--- config.mk ---
export PLATFORM = sky130hd
export DESIGN_NAME = tank_life_ctrl
export DESIGN_NICKNAME = d
export VERILOG_FILES = /design/src/rtl/tank_life_ctrl.sv
export SDC_FILE = /design/constraint.sdc
export NUM_CORES = 1
export LEC_CHECK = 0
export CORE_MARGIN = 2
export CORE_UTILIZATION = 63
export CTS_CLUSTER_SIZE = 16
export DETAILED_ROUTE_END_ITERATION = 10
export HOLD_SLACK_MARGIN = 0.15
export MAX_ROUTING_LAYER = met4
export PLACE_DENSITY = 0.83
export SLEW_MARGIN = 20
export SYNTH_ARGS = -nofsm -noshare
export SYNTH_HDL_FRONTEND = slang
export SYNTH_SLANG_ARGS = --single-unit
--- constraint.sdc ---
create_clock -name clk -period 5.6 [get_ports clk]
set_input_delay 1.68 -clock clk [delete_from_list [all_inputs] [get_ports clk]]
set_output_delay 1.68 -clock clk [all_outputs]
set_load 0.01 [all_outputs]
--- src/rtl/tank_life_ctrl.sv ---
// tank_life_ctrl: tank life/explosion/respawn/invulnerability sequencer
module tank_life_ctrl #(
    parameter logic [31:0] BURST_CYCLES  = 32'h3000000,
    parameter logic [31:0] RESET_CYCLES  = 32'd16,
    parameter logic [31:0] INVULN_CYCLES = 32'd100_000_000,
    parameter int          LIVES         = 3,
    parameter int          BLINK_BIT     = 22
) (
    input  logic       clk,
    input  logic       reset,
    input  logic       hit,
    input  logic       new_game,
    output logic       burst,
    output logic       tank_reset,
    output logic       invuln,
    output logic       blink,
    output logic [1:0] lives,
    output logic       game_over
);
    typedef enum logic [2:0] {ALIVE, BURST, RESPAWN, INVULN, DEAD} state_t;
    localparam logic [1:0] FULL = 2'(LIVES);
    state_t      state;
    logic [31:0] counter;
    always_ff @(posedge clk) begin
        if (!reset) begin
            state   <= ALIVE;
            counter <= '0;
            lives   <= FULL;
        end else if (new_game) begin
            state   <= RESPAWN;
            counter <= '0;
            lives   <= FULL;
        end else begin
            case (state)
                ALIVE: begin
                    counter <= '0;
                    if (hit) begin
                        state <= BURST;
                        lives <= (lives != 2'd0) ? lives - 2'd1 : 2'd0;
                    end
                end
                BURST: begin
                    counter <= (counter == BURST_CYCLES - 32'd1) ? '0 : counter + 32'd1;
                    if (counter == BURST_CYCLES - 32'd1)
                        state <= (lives == 2'd0) ? DEAD : RESPAWN;
                end
                RESPAWN: begin
                    counter <= (counter == RESET_CYCLES - 32'd1) ? '0 : counter + 32'd1;
                    if (counter == RESET_CYCLES - 32'd1)
                        state <= INVULN;
                end
                INVULN: begin
                    counter <= (counter == INVULN_CYCLES - 32'd1) ? '0 : counter + 32'd1;
                    if (counter == INVULN_CYCLES - 32'd1)
                        state <= ALIVE;
                end
                DEAD: begin
                    counter <= '0;
                    lives   <= 2'd0;
                end
                default: begin
                    state   <= ALIVE;
                    counter <= '0;
                end
            endcase
        end
    end
    // Moore decode straight from the state and counter registers
    assign burst      = (state == BURST);
    assign tank_reset = (state == RESPAWN);
    assign invuln     = (state == INVULN);
    assign game_over  = (state == DEAD);
    assign blink      = (state == INVULN) ? ~counter[BLINK_BIT] : 1'b1;
endmodule

==> results.md <==
- Register area share after synthesis: a little under two fifths
- GRT Util Overall: a little over a quarter
- Vias: between 1,500 and 2,000
- Clock Path Buffers: 2
- RSZ-0062 raised after global routing: no
- Vias in the first global route: between 1,500 and 2,000
- H-tree levels: 2
- Hold Path Class: reg -> reg
- Post-Synth XOR/XNOR Area: between 10% and 20%
- Grt ovf: 0
- Clock slew at reported path FFs: approximately 0.10 ns
- Seq cells post-synth: 37
- Max VDD drop: around 0.12 mV
- Largest family of logic cells by synthesized area: simple AND/OR/NAND/NOR gates
- Syn Std Cell Area: roughly 2000 um2
- Post-synth ARST share: 0%
- Top cells by area, synth: dfxtp_1 (38%), a211oi_1 (7.6%), xnor2_1 (7.6%)
- DIE AREA: 3593 um2
- Die width: 59.95 um
- Critical Path Start Type: flip-flop
- Die H: 59.95 um
- # rows: 20
- Vias per inst: approximately 6.6
- Hold-fix buffers, CTS: 0
- Largest net degree at the start of global routing: 31
- Largest area contributor in the netlist: dfxtp_1
- Latest clock arrival within the worst-skew pair: between 0.3 and 0.4 ns
- Number of post-CTS setup repair buffers: 0
- Met3 Wirelength: roughly 220 um
- Commonest non-fill, non-tap cell in the layout: dfxtp_1
- Sum of negative setup slack: 0 ns
- PostCTS Resize Cnt: 0
- CP arrival: around 1.9 ns
- Final hold violation count: 0
- Clk_skew: 0.005653 ns
- First-pass GRT wire length: 7.189 mm
- Fmax: between 200 and 300 MHz
- Number of synthesized flops with an enable pin: 0
- Mean Syn Cell Area: between 8 and 9 um2
- Core area: around 3000 um2
- Syn_nets: roughly 230
- Final wirelength: 4.236 mm
- Commonest non-fill, non-tap cells in the layout: dfxtp_1 (37), a211oi_1 (20), nor2_1 (19)
- Final ANT Viol Nets: 0
- Layout fillers: around 260
- Worst Hold Launch: counter[0]$_SDFF_PP0_
- DR iter-0 viols: 140
- Clock Root Buffer: clkbuf_4
- PortBufs: 10
- Synth Area in Adders: 0.6345%
- Final setup margin: between 2 and 2.5 ns
- Drt first pass iters: 4
- CP Max Fanout: 5
- Crit path capture type: primary output
- Synth Area in Compound Gates: 13.83%
- Wl on met1: approximately 1.9 mm
- Max-slew violation count: 0
- Worst Setup Path Type: reg -> out
- Worst Max-Slew Pin Slew: around 1.1 ns
- Worst slew margin: between 20% and 30%
- Warnings, synthesis: 0
- FF-to-FF path depth: 6
- FF-to-FF End: counter[21]$_SDFF_PP0_
- Final period util: 63.46%
- Synth top area share: a little under two fifths
- Layout cells sized above 1: approximately 8.8%
- Final setup violation count: 0
- Post-Synthesis Cells: 221
- Final #Nets: 232
- Initial antenna violation count: 0
- Reg2Reg Setup Slack: roughly 3.0 ns
- Num CTS Buffers: 5
- Synth Flop Type: dfxtp_1
- Routability cong.: 0.8474
- Worst EP required: 3.92 ns
- CP endpoint: tank_reset
- Leak: 0.6176 nW
- Drt wl/cell: 16.29 um
- # IOs: 11
- HPWL after detailed placement: 2.911 mm
- CTS tree: yes
- PD cells: ~210 nW/um2
- Initial core utilization: 65.67%
- Min Tclk post-route: between 3 and 4 ns
- Storage element area: about 740 um2
- Outcome: complete, no violations
- Clock Sinks: 37
- Highest metal used: met4
- Unique masters post-synth: 42
- Area of the multi-input gates: 1167 um2
- Hold depth: 1
- Area delta synth->final: 7.297%
- Dpl ws: 2.043 ns
- Multiplexer share of the synthesized area: 0%
- Met2 wire len: ~2 mm
- Max-cap violation count: 0
- Residual DRC: 0
- N_diodes: 0
- Final Core Density: a little over two thirds
- Reg-to-Reg Start: counter[0]$_SDFF_PP0_
- Simple-gate area share of the yosys netlist: 31.85%
- Crit. Startpoint: state[1]$_SDFFE_PN0P_
[power by group]
group          internal, W  switching (W)
logic           0.00000920      0.0000166
registers         0.000265     0.00000221
clock network    0.0000592      0.0000851
[flip-flops by register name, indices dropped and copies added, names as in the netlist]
name / flops
counter: 32
state: 3
lives: 2
[final cells by class]
cell class / count / share of cell area (%)
Multi-Input combinational cell: 170 / 55.17
Sequential cell: 37 / 35.01
Timing Repair Buffer: 10 / 4.731
Clock buffer: 7 / 2.602
Tap cell: 33 / 1.952
Inverter: 3 / 0.5322
[cell usage after synthesis, types with 3 or more instances]
master    count
nand3_1      13
nor2b_1       4
a211oi_1     20
nor2_1       19
xnor2_1      17
buf_2         3
and4_1        4
nand2_1      14
nand2b_1      3
inv_1         3
o21ai_0       4
nor3_1        6
a21oi_1       3
nor4_1        8
clkbuf_1      7
nand4_1      10
dfxtp_1      37
xor2_1       12
nor3_2        3
[critical path: stages, from the launching register on]
cell             delay (ns)
dfxtp_1                0.40
nor2b_1                0.26
nor2b_1                0.28
clkdlybuf4s50_1        0.59
[worst min path at each step]
stage | end | slack (ns)
2_1_floorplan | counter[0]$_SDFF_PP0_ | 0.44
3_3_place_gp | counter[0]$_SDFF_PP0_ | 0.46
3_5_place_dp | counter[0]$_SDFF_PP0_ | 0.48
4_1_cts | counter[0]$_SDFF_PP0_ | 0.50
5_1_grt | counter[0]$_SDFF_PP0_ | 0.52
6_report | counter[0]$_SDFF_PP0_ | 0.50
[through the flow]
step | total power (W) | area (um2) | hold slack (ns) | cells
2_1_floorplan | 0.0002895 | 1972 | 0.4445 | 221
3_3_place_gp | 0.0002975 | 2061 | 0.4560 | 253
3_5_place_dp | 0.0002983 | 2061 | 0.4836 | 253
4_1_cts | 0.0004389 | 2116 | 0.4982 | 260
5_1_grt | 0.0004526 | 2116 | 0.5241 | 260
6_report | 0.0004370 | 2116 | 0.4984 | 260
[metal layers]
layer | vias to the layer above | global-route usage, %
met2 | 46 | 39.60
met1 | 819 | 36.56
met5 | - | -
met3 | 11 | 8.442
met4 | 0 | 8.889
li1 | 830 | -
[cell families after synthesis]
| family | count (synthesis) |
|---|---|
| DFF | 37 |
| buffers and inverters | 14 |
| xor gates and xnor gates | 29 |
| adders and majority gates | 1 |
| and+or+nand+nor | 103 |
| AOI/OAI and AO/OA | 37 |
Power figures use the tool's default switching activity.
